## src/rtl/proximity_guard.sv

```systemverilog
// Viewing-distance guard: pings the ultrasonic front end, debounces near/far samples and blanks the screen.
// Latency: sample -> confirm counters +1 cycle, -> state/blank +1 cycle; led updates 1 cycle after a sample.
// Backpressure: none, every strobe is consumed on arrival. Optional watchdog macro: PROXIMITY_GUARD_FAILSAFE_EN.
module proximity_guard #(
    parameter int CLK_MHZ        = 50,
    parameter int PERIOD_PING_MS = 60,
    parameter int DIST_W         = 21,
    parameter int UNITS_PER_CM   = 2900,
    parameter int NEAR_CM        = 50,
    parameter int FAR_CM         = 60,
    parameter int CONFIRM_N      = 3,
    parameter int HOLD_MS        = 10000,
    parameter int RELEASE_MS     = 2000,
    parameter int LED_N          = 8,
    parameter int LED_STEP_CM    = 5
) (
    input  logic              clk,
    input  logic              reset,
    output logic              start,
    input  logic              new_measure,
    input  logic              timeout,
    input  logic [DIST_W-1:0] distance_raw,
    output logic              blank,
    output logic [1:0]        state,
    output logic [LED_N-1:0]  led,
    output logic              fault
);

    localparam int MS_CYC   = CLK_MHZ * 1000;
    localparam int PING_CYC = PERIOD_PING_MS * MS_CYC;
    localparam int PRE_W    = (MS_CYC > 1) ? $clog2(MS_CYC) : 1;
    localparam int PING_W   = (PING_CYC > 1) ? $clog2(PING_CYC) : 1;
    localparam int MAX_MS   = (HOLD_MS > RELEASE_MS) ? HOLD_MS : RELEASE_MS;
    localparam int MS_W     = $clog2(MAX_MS + 1);
    localparam int CNT_W    = $clog2(CONFIRM_N + 1);

    localparam logic [PING_W-1:0] PING_LAST = PING_W'(PING_CYC - 1);
    localparam logic [PRE_W-1:0]  PRE_LAST  = PRE_W'(MS_CYC - 1);
    localparam logic [MS_W-1:0]   MS_MAX    = MS_W'(MAX_MS);
    localparam logic [MS_W-1:0]   HOLD_LIM  = MS_W'(HOLD_MS);
    localparam logic [MS_W-1:0]   REL_LIM   = MS_W'(RELEASE_MS);
    localparam logic [CNT_W-1:0]  CONF      = CNT_W'(CONFIRM_N);

    // One spare bit so the threshold products cannot alias against a full-scale distance.
    localparam logic [DIST_W:0] NEAR_TH = (DIST_W+1)'(NEAR_CM * UNITS_PER_CM);
    localparam logic [DIST_W:0] FAR_TH  = (DIST_W+1)'(FAR_CM * UNITS_PER_CM);

    typedef enum logic [1:0] {
        CLEAR     = 2'd0,
        PENDING   = 2'd1,
        BLANKED   = 2'd2,
        RELEASING = 2'd3
    } state_e;

    function automatic logic [DIST_W:0] led_th(input int idx);
        led_th = (DIST_W+1)'((idx + 1) * LED_STEP_CM * UNITS_PER_CM);
    endfunction

    logic [PING_W-1:0] ping_cnt_q, ping_cnt_d;
    logic [PRE_W-1:0]  pre_cnt_q, pre_cnt_d;
    logic [CNT_W-1:0]  near_cnt_q, near_cnt_d;
    logic [CNT_W-1:0]  far_cnt_q, far_cnt_d;
    logic [MS_W-1:0]   ms_cnt_q, ms_cnt_d;
    logic [MS_W-1:0]   ms_inc;
    state_e            state_q, state_d;
    logic              blank_q, blank_d;
    logic [LED_N-1:0]  led_q, led_d;

    logic              ms_tick;
    logic              sample_vld;
    logic              smp_near;
    logic              smp_far;
    logic              near_ok;
    logic              far_ok;
    logic              force_blank;
    logic [DIST_W:0]   dist_ext;

    assign dist_ext   = {1'b0, distance_raw};
    assign ms_tick    = (pre_cnt_q == PRE_LAST);
    assign sample_vld = new_measure | timeout;
    // A timeout means no echo at all, so it is far whatever distance_raw holds.
    assign smp_far    = timeout | (dist_ext >= FAR_TH);
    assign smp_near   = ~timeout & (dist_ext < NEAR_TH);
    assign near_ok    = (near_cnt_q == CONF);
    assign far_ok     = (far_cnt_q == CONF);

    assign start = (ping_cnt_q == PING_LAST);
    assign blank = blank_q;
    assign state = state_q;
    assign led   = led_q;

    // Free-running ping period counter and millisecond prescaler.
    always_comb begin
        ping_cnt_d = (ping_cnt_q == PING_LAST) ? '0 : ping_cnt_q + 1'b1;
        pre_cnt_d  = ms_tick ? '0 : pre_cnt_q + 1'b1;
    end

    // Saturating consecutive-sample counters; a band sample breaks both runs.
    always_comb begin
        near_cnt_d = near_cnt_q;
        far_cnt_d  = far_cnt_q;
        if (sample_vld) begin
            if (smp_far) begin
                far_cnt_d  = far_ok ? far_cnt_q : far_cnt_q + 1'b1;
                near_cnt_d = '0;
            end else if (smp_near) begin
                near_cnt_d = near_ok ? near_cnt_q : near_cnt_q + 1'b1;
                far_cnt_d  = '0;
            end else begin
                near_cnt_d = '0;
                far_cnt_d  = '0;
            end
        end
    end

    // Bar graph follows each echo; a missing echo lights every segment.
    always_comb begin
        led_d = led_q;
        if (timeout) begin
            led_d = '1;
        end else if (new_measure) begin
            for (int i = 0; i < LED_N; i++) begin
                led_d[i] = (dist_ext > led_th(i));
            end
        end
    end

    // Hold/release state machine; limits are checked on the registered ms count.
    always_comb begin
        state_d = state_q;
        ms_inc  = (ms_tick && (ms_cnt_q < MS_MAX)) ? ms_cnt_q + 1'b1 : ms_cnt_q;
        ms_cnt_d = ms_cnt_q;
        case (state_q)
            CLEAR: begin
                if (near_ok) begin
                    state_d  = PENDING;
                    ms_cnt_d = '0;
                end
            end
            PENDING: begin
                ms_cnt_d = ms_inc;
                if (far_ok) begin
                    state_d = CLEAR;
                end else if (ms_cnt_q >= HOLD_LIM) begin
                    state_d = BLANKED;
                end
            end
            BLANKED: begin
                if (far_ok) begin
                    state_d  = RELEASING;
                    ms_cnt_d = '0;
                end
            end
            RELEASING: begin
                ms_cnt_d = ms_inc;
                // A returning viewer beats the release timer: fail toward blanking.
                if (near_ok) begin
                    state_d = BLANKED;
                end else if (ms_cnt_q >= REL_LIM) begin
                    state_d = CLEAR;
                end
            end
            default: begin
                state_d  = CLEAR;
                ms_cnt_d = '0;
            end
        endcase
        if (force_blank) begin
            state_d = BLANKED;
        end
        blank_d = (state_d == BLANKED) || (state_d == RELEASING);
    end

    // Core state registers.
    always_ff @(posedge clk or posedge reset) begin
        if (reset) begin
            ping_cnt_q <= '0;
            pre_cnt_q  <= '0;
            near_cnt_q <= '0;
            far_cnt_q  <= '0;
            ms_cnt_q   <= '0;
            state_q    <= CLEAR;
            blank_q    <= 1'b0;
            led_q      <= '0;
        end else begin
            ping_cnt_q <= ping_cnt_d;
            pre_cnt_q  <= pre_cnt_d;
            near_cnt_q <= near_cnt_d;
            far_cnt_q  <= far_cnt_d;
            ms_cnt_q   <= ms_cnt_d;
            state_q    <= state_d;
            blank_q    <= blank_d;
            led_q      <= led_d;
        end
    end

`ifdef PROXIMITY_GUARD_FAILSAFE_EN
    localparam int WD_LIM = 4 * PERIOD_PING_MS;
    localparam int WD_W   = $clog2(WD_LIM + 1);
    localparam logic [WD_W-1:0] WD_END = WD_W'(WD_LIM);

    logic [WD_W-1:0] wd_cnt_q, wd_cnt_d;
    logic            fault_q, fault_d;

    // Sensor-silence watchdog: any sample rearms it and clears the fault.
    always_comb begin
        wd_cnt_d    = wd_cnt_q;
        fault_d     = fault_q;
        force_blank = 1'b0;
        if (sample_vld) begin
            wd_cnt_d = '0;
            fault_d  = 1'b0;
        end else begin
            if (ms_tick && (wd_cnt_q != WD_END)) begin
                wd_cnt_d = wd_cnt_q + 1'b1;
            end
            if (wd_cnt_q == WD_END) begin
                fault_d     = 1'b1;
                force_blank = 1'b1;
            end
        end
    end

    // Watchdog registers.
    always_ff @(posedge clk or posedge reset) begin
        if (reset) begin
            wd_cnt_q <= '0;
            fault_q  <= 1'b0;
        end else begin
            wd_cnt_q <= wd_cnt_d;
            fault_q  <= fault_d;
        end
    end

    assign fault = fault_q;
`else
    assign force_blank = 1'b0;
    assign fault       = 1'b0;
`endif

endmodule

```

## config.mk

```make
export PLATFORM = sky130hd
export DESIGN_NAME = proximity_guard
export DESIGN_NICKNAME = d
export VERILOG_FILES = /design/src/rtl/proximity_guard.sv
export SDC_FILE = /design/constraint.sdc
export NUM_CORES = 1
export LEC_CHECK = 0
export CORE_AREA = 8 8 91 93
export DETAILED_ROUTE_END_ITERATION = 10
export DIE_AREA = 0 0 99 101
export MAX_ROUTING_LAYER = met4
export PLACE_DENSITY_LB_ADDON = 0.12
export SLEW_MARGIN = 0
export SYNTH_ARGS = -nofsm -noshare
export SYNTH_HDL_FRONTEND = slang
export SYNTH_SLANG_ARGS = --single-unit
```

## constraint.sdc

```tcl
create_clock -name clk -period 5.95 [get_ports clk]
set_clock_uncertainty 0.05 [all_clocks]
set_input_delay 0.595 -clock clk [delete_from_list [all_inputs] [get_ports clk]]
set_output_delay 0.595 -clock clk [all_outputs]
set_load 0.03 [all_outputs]
```

# ---- Word level (Yosys, flattened, before mapping)
# Cells that the tools add are included.
# W data, S select, Z words.
dict set report word_totals {
  in_bits 25
  regBits 67
  wordCells 72
  out_inout_bits 13
}
dict set report op_classes {
  bitwise_logic 4
  magnitude_cmp 13
  addsub 5
  n_reduce_logical 8
  n_mux 20
  n_eq_ne 14
}
# op n
set ops {}
lappend ops {{$gt A21 B17 Y1 const B} 4}
lappend ops {{$gt A21 B16 Y1 const B} 2}
lappend ops {{$mux W14} 3}
lappend ops {{$pmux W14 S3} 1}
lappend ops {{$add A22 B1 Y22 const B} 1}
lappend ops {{$eq A22 B22 Y1 const B} 1}
lappend ops {{$mux W2} 11}
lappend ops {{$mux W22} 1}
lappend ops {{$ge A21 B18 Y1 const B} 1}
lappend ops {{$gt A21 B14 Y1 const B} 1}
lappend ops {{$gt A21 B15 Y1 const B} 1}
lappend ops {{$lt A21 B18 Y1 const B} 1}
lappend ops {{$add A16 B1 Y16 const B} 1}
lappend ops {{$eq A16 B16 Y1 const B} 1}
lappend ops {{$mux W16} 1}
lappend ops {{$mux W8} 2}
lappend ops {{$add A14 B1 Y14 const B} 1}
lappend ops {{$ge A14 B11 Y1 const B} 1}
lappend ops {{$ge A14 B14 Y1 const B} 1}
lappend ops {{$lt A14 B14 Y1 const B} 1}
lappend ops {{$eq A2 B2 Y1 const B} 6}
lappend ops {{$pmux W2 S4} 1}
lappend ops {{$ne A2 B2 Y1 const B} 3}
lappend ops {{$add A2 B1 Y2 const B} 2}
lappend ops {{other kinds (13)} 15}

# ---- Logic depth before layout (Yosys ltp)
# Gate-level depths: netlist of the first run.
dict set report depth {
  word_depth 6
  ltp_mapped 7
  ltp_nobuf 6
}

# ---- Worst setup path before layout of the first run
# Ideal clock, no wire load.
dict set report synth_path {
  path_type {flip-flop to output port}
  start {register ping_cnt_q[11]}
  end {output start}
  required_time_ps 5305
  stages_incl_launch_ff 5
  t_arrival_ps 1862
  path_slack_ps 3443
  path_buffers 1
  cell_sequence {dfrtp_1 or4b_2 nor4_1 and2_1 buf_2}
}
dict set report synth_between {
  elab_chain_cells 1
}
# item line_no
set synth_rtl {}
lappend synth_rtl {{start, declared} 59} ;# logic [PING_W-1:0] ping_cnt_q, ping_cnt_d;
lappend synth_rtl {{start signal, assigned} 186} ;# ping_cnt_q <= ping_cnt_d;
lappend synth_rtl {{$eq A22 B22 Y1} 87} ;# assign start = (ping_cnt_q == PING_LAST);
lappend synth_rtl {{end, declared} 19} ;# output logic start,
# Every way passes these cells.

# ---- Worst setup path in the final report of the first run
# Ends and elaborated chain as after synthesis.

==> flow_summary.yaml, run 1 <==
floorplan:
  die_x_um: 99
  start_util: 0.568
  io_pins: 38
  die_height_um: 101
  fp.coreArea_mm2: 0.00694
  rows: 31
  die_area_mm2: 0.0100
cts:
  cts_resized: 0
  cts_buffers: 9
  ctsHtreeMaxLevel: 3
  cts_hold_buf: 0
  clock_path_buffers: 2
  cts_setup_buffers: 0
  cts_tree: "yes"
  cts-root-buf: "clkbuf_8"
  path_clk_slew_ns: 0.07
  clkSinkCount: 66
  worstSkewPairLatency_ns: 0.34
layout:
  stdcell_count: 555
  syn_to_final_growth_pct: 15.2
  final_common_cell: "dfrtp_1"
  fin_nets: 499
  final_cell_mix: "dfrtp_1, nor2_1, nand2_1, clkdlybuf4s50_1, o21ai_0"
  drive_gt1_frac: 0.0677
  diodes: 0
global_routing:
  grt-ovfl-total: 0
  grt_max_degree: 67
  grt_usage: 0.196
  antenna_found_initial: 0
  grt_pass1_wl_mm: 15.6
  first_global_vias: 3363
synth:
  syn_inst: 442
  synth_seq_cells: 66
  syn_area_mm2: 0.00394
  synth_cell_types: 59
  yosysSeqAreaShare: 0.419
  synth_edf_count: 0
  yosysTopAreaCellShare: 0.419
  netlist_top_cells_area: "dfrtp_1, nor2_1, o21ai_0"
  synthFlopType: "dfrtp_1"
  synth_area_per_cell_um2: 8.92
  synth_area_leader_cell: "dfrtp_1"
  syn-num-nets: 473
  ys_warn_count: 0
  async_reset_ff_frac: 1.00
sta:
  period_share: 0.622
  slew_headroom: 0.458
  setup_tns_ns: 0
  setup_viol: 0
  timing.final.max_slew_violations: 0
  rsz0062_at_grt: "no"
  fin_crit_ns: 3.70
  fmax_ghz: 0.270
  fin_ws_ns: 2.25
  worst_slew_pin_slew_ns: 0.805
  fin_hold_ws_ns: 0.433
  finalHoldViolCount: 0
routing:
  routed-wl-met3_um: 493
  num_vias: 3475
  first_pass_iters: 4
  ant_nets: 0
  dr_wl_met2_mm: 4.21
  wire_per_inst_um: 16.0
  via_per_inst: 6.26
  drt-initial-drc-count: 173
  top_layer: "met4"
  drc: 0
  wl_met1_mm: 4.05
  route.final.wire_length_mm: 8.87
critical_path:
  rrSetupSlack_ns: 3.51
  r2r-end: "ms_cnt_q[9]"
  crit_type: "flip-flop to output port"
  crit_required_ns: 5.31
  reg2reg_from: "ms_cnt_q[7]"
  cp.arrival_ns: 3.06
  cp-start-kind: "flip-flop"
  reg2regPathDepth: 5
  cp_max_fo: 14
  crit_path_end_kind: "output port"
placement:
  port_buffers: 36
  dp_cells: 539
  hpwl_mm: 6.20
  gp_congestion: 0.957
  dp_slack_ns: 2.59
power:
  p_leak_uw: 0.00182
  powerDensity_mw_per_mm2: 220
  peakVddDrop_uv: 116
  power_uw: 997
worst_hold_path:
  hold_depth: 1
  hold_path.class: "flip-flop to flip-flop"
  worstHoldEndpoint: "ping_cnt_q[4]"
  worstHoldStart: "ping_cnt_q[4]"
run:
  cap_violations: 0
run_status:
  status: "finished, final reports clean"
-- synth_stat cells (3+ instances only) --
| library cell | number |
|---|---|
| nand3_1 | 24 |
| nand3b_1 | 7 |
| and3_1 | 8 |
| dfrtp_1 | 66 |
| or3_1 | 8 |
| and2_1 | 6 |
| nor2_1 | 42 |
| nor4b_1 | 5 |
| xnor2_1 | 17 |
| and4_1 | 3 |
| clkbuf_1 | 16 |
| or4b_2 | 3 |
| nor3_1 | 18 |
| nand2b_1 | 6 |
| buf_4 | 3 |
| mux2i_1 | 4 |
| o211ai_1 | 5 |
| o21ai_0 | 31 |
| inv_1 | 8 |
| nand2_1 | 36 |
| xor2_1 | 16 |
| nor4_1 | 10 |
| buf_2 | 3 |
| ha_1 | 6 |
| a21oi_1 | 21 |
| nor2b_1 | 5 |
| nand4_1 | 14 |
| a31oi_1 | 4 |
| o31ai_1 | 7 |
-- how the worst max path moves through the flow --
| stage | from | endpoint |
|---|---|---|
| final | ping_cnt_q[11] | start |
| after CTS | ping_cnt_q[11] | start |
| after floorplan | ping_cnt_q[11] | start |
| after global routing | ping_cnt_q[11] | start |
| after detailed placement | ping_cnt_q[11] | start |
| after global placement | ping_cnt_q[11] | start |
-- routing by layer --
metal  up-vias  track usage
li1       1670            -
met3        12       0.0546
met1      1665        0.241
met5         -            -
met4         0       0.0673
met2       128        0.304
-- area by class of cell --
cell class | instances | area (µm²)
multi-input combinational | 345 | 2160
clock buffer | 10 | 138
sequential | 66 | 1650
tap | 82 | 103
clock inverter | 6 | 88.8
timing repair buffer | 37 | 368
fill | 568 | 2400
inverter | 9 | 33.8
-- flip-flops by register name, indices dropped and copies added, names as in the netlist --
name,cells
led,8
state,1
ping_cnt_q,22
blank,1
pre_cnt_q,16
far_cnt_q,2
ms_cnt_q,14
near_cnt_q,2
-- where the power goes --
group	total [µW]	leakage (µW)	switching (µW)	internal, µW
clock network	422	0.000109	174	248
logic	111	0.000859	64.7	46.1
registers	464	0.000854	5.91	458
total	997	0.00182	245	752
-- cell families (layout without fill, tap and decap cells) --
logic type,count (synthesis),after routing,share of synthesized area
compound gates,88,88,0.138
xor+xnor,33,33,0.0733
fa+ha+maj,6,6,0.0190
buf+inv,31,62,0.0333
flops,66,66,0.419
mux,4,4,0.0102
other cells,1,1,0.000951
simple gates,213,213,0.307
-- metrics by stage --
step           utilization  area (µm²)
2_1_floorplan            -        3940
3_3_place_gp         0.622        4320
3_5_place_dp         0.622        4320
4_1_cts              0.654        4540
5_1_grt              0.654        4540
6_report             0.654        4540
-- worst max-delay path: stages (launching register included) --
cell and delay (ns):
dfrtp_1 0.42, or4b_2 0.68, nor4_1 0.37, and2_1 0.49, clkdlybuf4s50_1 0.77
Power figures use the tool's default switching activity.
==> run 2, diff against run 1 <==
- CORE_AREA: 8 8 91 93 -> 8 8 92 94
- DIE_AREA: 0 0 99 101 -> 0 0 100 102
- clock period: 5.95 -> 3.61 ns (I/O delays scaled with it)
==> run 2 against run 1 <==
Effect of this change:
- die area up 2.0%
- via count down 3.1%
- hold slack worse by 0.12 ns
- critical path type unchanged
- largest power group unchanged
==> flow_summary.yaml, run 2 (synthesis results as in run 1) <==
critical_path:
  rrSetupSlack_ns: 1.21
  crit_path_end_kind: "output port"
  r2r-end: "ms_cnt_q[9]"
  cp.arrival_ns: 2.68
  crit_required_ns: 3.20
  reg2reg_from: "ms_cnt_q[7]"
  reg2regPathDepth: 5
  cp-start-kind: "flip-flop"
  crit_type: "flip-flop to output port"
  cp_max_fo: 5
layout:
  reg_top3: "ping_cnt_q: 22 flops, pre_cnt_q: 16 flops, ms_cnt_q: 14 flops"
  fillers: 609
  fin_nets: 502
  largest_reg_flops: 22
  drive_gt1_frac: 0.0672
  top_register: "ping_cnt_q"
  final_common_cell: "dfrtp_1"
  final_cell_mix: "dfrtp_1, nor2_1, nand2_1, clkdlybuf4s50_1, o21ai_0"
  syn_to_final_growth_pct: 15.3
  final_util: 0.644
  diodes: 0
global_routing:
  antenna_found_initial: 0
  grt_usage: 0.198
  grt-ovfl-total: 0
  grt_max_degree: 45
  first_global_vias: 3373
  grt_pass1_wl_mm: 15.9
routing:
  num_vias: 3366
  ant_nets: 0
  wire_per_inst_um: 15.9
  via_per_inst: 5.85
  drt-initial-drc-count: 141
  route.final.wire_length_mm: 9.14
  drc: 0
  first_pass_iters: 5
cts:
  cts_resized: 0
  cts_tree: "yes"
  cts_setup_buffers: 0
  clkSinkCount: 66
  cts_hold_buf: 0
  worstSkewPairLatency_ns: 0.33
  ctsHtreeMaxLevel: 3
  cts_buffers: 9
  clock_path_buffers: 2
  path_clk_slew_ns: 0.07
  cts-root-buf: "clkbuf_8"
placement:
  port_buffers: 36
  gp_congestion: 0.882
  hpwl_mm: 6.60
floorplan:
  fp.coreArea_mm2: 0.00706
  start_util: 0.558
  rows: 31
  die_x_um: 100
  io_pins: 38
  die_height_um: 102
  die_area_mm2: 0.0102
power:
  p_comb_frac: 0.119
  p_switching_uw: 391
  power_frac_clock: 0.385
  powerDensity_mw_per_mm2: 340
  p_leak_uw: 0.00182
  peakVddDrop_uv: 184
  power_frac_seq: 0.496
  p_int_uw: 1150
  switching_share: 0.253
sta:
  period_share: 0.857
  setup_tns_ns: 0
  setup_viol: 0
  slew_headroom: 0.494
  fmax_ghz: 0.323
  rsz0062_at_grt: "no"
  fin_crit_ns: 3.09
  timing.final.max_slew_violations: 0
  fin_hold_ws_ns: 0.311
  finalHoldViolCount: 0
  worst_slew_pin_slew_ns: 0.751
run_status:
  status: "finished, final reports clean"
worst_hold_path:
  hold_path.class: "input pin to async pin"
run:
  cap_violations: 0
==> run 2: changes by cell type in the layout (fill, tap and decap cells not counted) <==
cell	before	now
clkbuf_1	0	3
clkinvlp_4	2	0
clkbuf_8	10	9
clkinv_4	0	2
inv_6	1	0
buf_4	1	4
bufinv_16	2	1
==> run 2: area by class of cell <==
cell class                 count  area, µm²  share of cell area
tap                           99        124              0.0272
sequential                    66       1650               0.363
inverter                       9       33.8             0.00743
clock inverter                 4       52.6              0.0116
multi-input combinational    345       2160               0.475
timing repair buffer          40        390              0.0859
clock buffer                  12        135              0.0297
==> run 2: how the worst max path moves through the flow <==
stage              startpoint    end  cells past startpoint
6_report       ping_cnt_q[11]  start                      4
4_1_cts        ping_cnt_q[11]  start                      4
2_1_floorplan  ping_cnt_q[11]  start                      4
3_3_place_gp   ping_cnt_q[11]  start                      4
5_1_grt        ping_cnt_q[11]  start                      4
3_5_place_dp   ping_cnt_q[11]  start                      4
==> run 2: power groups by stage <==
stage | combinational (µW) | sequential (µW) | clock, µW
after CTS | 184 | 765 | 613
after floorplan | 111 | 785 | 0
after global routing | 207 | 767 | 648
after global placement | 182 | 779 | 0
final | 184 | 765 | 594
after detailed placement | 184 | 780 | 0
==> run 2: metrics by stage <==
step           power, µW  setup WS [ns]  instance area (µm²)  std cells
2_1_floorplan        896           1.34                 3940        442
3_3_place_gp         960          0.916                 4360        559
3_5_place_dp         964          0.883                 4360        559
4_1_cts             1560          0.518                 4550        575
5_1_grt             1620          0.374                 4550        575
6_report            1540          0.518                 4550        575
==> run 2: critical path, cell delays in order, from the launching register on <==
cell and delay [ns]:
dfrtp_1 0.43, or4b_2 0.68, nor4_1 0.37, and2_1 0.21, clkdlybuf4s50_1 0.67
==> run 2: routing by layer <==
layer | vias to the layer above | global-route usage | wire [µm]
met5 | - | - | 0
met3 | 10 | 0.0409 | 486
met4 | 0 | 0.0721 | 120
met2 | 118 | 0.298 | 4220
met1 | 1567 | 0.258 | 4310
li1 | 1671 | - | -
==> run 3, diff against run 2 <==
- GPL_TIMING_DRIVEN: not set -> 0
==> run 3 against run 2 <==
Effect of this change:
- core utilization increased by 0.44 points
- fmax grew 0.61%
- critical path depth up 1
- sequential share of layout area shrank 0.25 points
- cell count grew 2.4%
- design area up 0.69%
- first-iteration DRC count grew 11%
- hold slack improved by 0.023 ns
- die area stayed put
==> flow_summary.yaml, run 3 (synthesis results as in run 1) <==
critical_path:
  cp_top_family: "simple AND/OR/NAND/NOR gates"
  path_buf_inv: 2
  max_stage_delay_ns: 0.67
  slowest_stage: "or4b_2"
  cp-start-kind: "flip-flop"
  crit_chain: "or4b_2, nor4_1, and2_1, buf_2, dlymetal6s2s_1"
  crit_path_end_kind: "output port"
  cp.arrival_ns: 2.66
  crit_required_ns: 3.20
  crit_type: "flip-flop to output port"
  cp_max_fo: 10
cts:
  clock_path_buffers: 2
  cts_buffers: 9
  clkSinkCount: 66
  cts_tree: "yes"
  path_clk_slew_ns: 0.07
  cts-root-buf: "clkbuf_8"
  ctsHtreeMaxLevel: 3
  cts_hold_buf: 0
  worstSkewPairLatency_ns: 0.34
sta:
  setup_viol: 0
  setup_tns_ns: 0
  fmax_ghz: 0.325
  timing.final.max_slew_violations: 0
  rsz0062_at_grt: "no"
  period_share: 0.851
  worst_slew_pin_slew_ns: 0.758
  slew_headroom: 0.490
  finalHoldViolCount: 0
  fin_crit_ns: 3.07
  fin_hold_ws_ns: 0.334
placement:
  dpl_cell_area_mm2: 0.00442
  hpwl_mm: 6.94
  port_buffers: 33
  dp_cells: 575
  gp_congestion: 0.941
layout:
  design_area_mm2: 0.00458
  reg_top3: "ping_cnt_q: 22 flops, pre_cnt_q: 16 flops, ms_cnt_q: 14 flops"
  largest_reg_flops: 22
  final_cell_mix: "dfrtp_1, nor2_1, nand2_1"
  fillers: 634
  diodes: 0
  final_common_cell: "dfrtp_1"
  fin_nets: 518
  syn_to_final_growth_pct: 16.1
  stdcell_count: 589
  drive_gt1_frac: 0.0714
  top_register: "ping_cnt_q"
  final_util: 0.649
routing:
  dr_wl_met2_mm: 4.28
  ant_nets: 0
  drt-initial-drc-count: 157
  num_vias: 3555
  wire_per_inst_um: 16.0
  route.final.wire_length_mm: 9.42
  first_pass_iters: 4
  routed-wl-met3_um: 505
  drc: 0
  wl_met1_mm: 4.42
  top_layer: "met4"
  via_per_inst: 6.04
global_routing:
  grt_max_degree: 44
  grt_usage: 0.201
  antenna_found_initial: 0
  grt_pass1_wl_mm: 16.2
  grt-ovfl-total: 0
  first_global_vias: 3408
run_status:
  status: "finished, final reports clean"
power:
  p_comb_frac: 0.130
  peakVddDrop_uv: 161
  p_leak_uw: 0.00185
  power_frac_clock: 0.353
  p_switching_uw: 388
  powerDensity_mw_per_mm2: 323
  p_int_uw: 1090
  switching_share: 0.262
  power_frac_seq: 0.517
floorplan:
  die_area_mm2: 0.0102
  die_x_um: 100
  rows: 31
  start_util: 0.558
  die_height_um: 102
  fp.coreArea_mm2: 0.00706
  io_pins: 38
run:
  cap_violations: 0
worst_hold_path:
  hold_path.class: "input pin to async pin"
## run 3: worst register-to-register path, stage by stage (launching register included)
cell      delay (ns)
dfrtp_1         0.44
nor4_1          0.44
o211ai_1        0.30
nor4_1          0.69
a21oi_1         0.15
a31o_2          0.23
## run 3: final timing paths
path                                start            end  slack, ns  cells after the start
setup reg to reg              ms_cnt_q[5]    ms_cnt_q[9]       1.21                      5
min in group clk              new_measure         led[1]       0.42                      3
hold reg to reg             ping_cnt_q[4]  ping_cnt_q[4]       0.43                      1
setup / recovery           ping_cnt_q[11]          start       0.54                      5
max in group asynchronous           reset         led[6]       2.58                      3
hold / removal                      reset  ping_cnt_q[4]       0.33                      2
## run 3: metrics by stage
| stage | setup slack [ns] | total power, µW |
|---|---|---|
| floorplan | 1.34 | 896 |
| global placement | 0.481 | 964 |
| detailed placement | 0.500 | 971 |
| CTS | 0.120 | 1490 |
| global route | 0.356 | 1550 |
| finish | 0.536 | 1480 |
## run 3: final cells by class
type                    count  area, µm²  share of cell area
multi-input cells         345       2160               0.472
clock inverters             3       17.5             0.00383
plain buffers              22       97.6              0.0213
flip-flops and latches     66       1650               0.361
well taps                  99        124              0.0271
clock buffers              11        141              0.0309
inverters                   9       33.8             0.00738
repair buffers             34        353              0.0771
## run 3: per-layer routing
metal	vias up	global-route usage
met5	-	-
met4	0	0.0721
met3	22	0.0531
met2	125	0.303
met1	1709	0.256
li1	1699	-
## run 3: timing repair
action,4_1_cts,5_1_grt
setup endpoints to repair,0,1
resized for setup,0,1
buffers inserted,0,0
## run 3: power by group through the flow
stage / combinational (µW) / sequential, µW / clock (µW)
finish: 192 / 766 / 523
global route: 213 / 767 / 573
CTS: 191 / 766 / 529
detailed placement: 191 / 779 / 0
global placement: 185 / 779 / 0
floorplan: 111 / 785 / 0
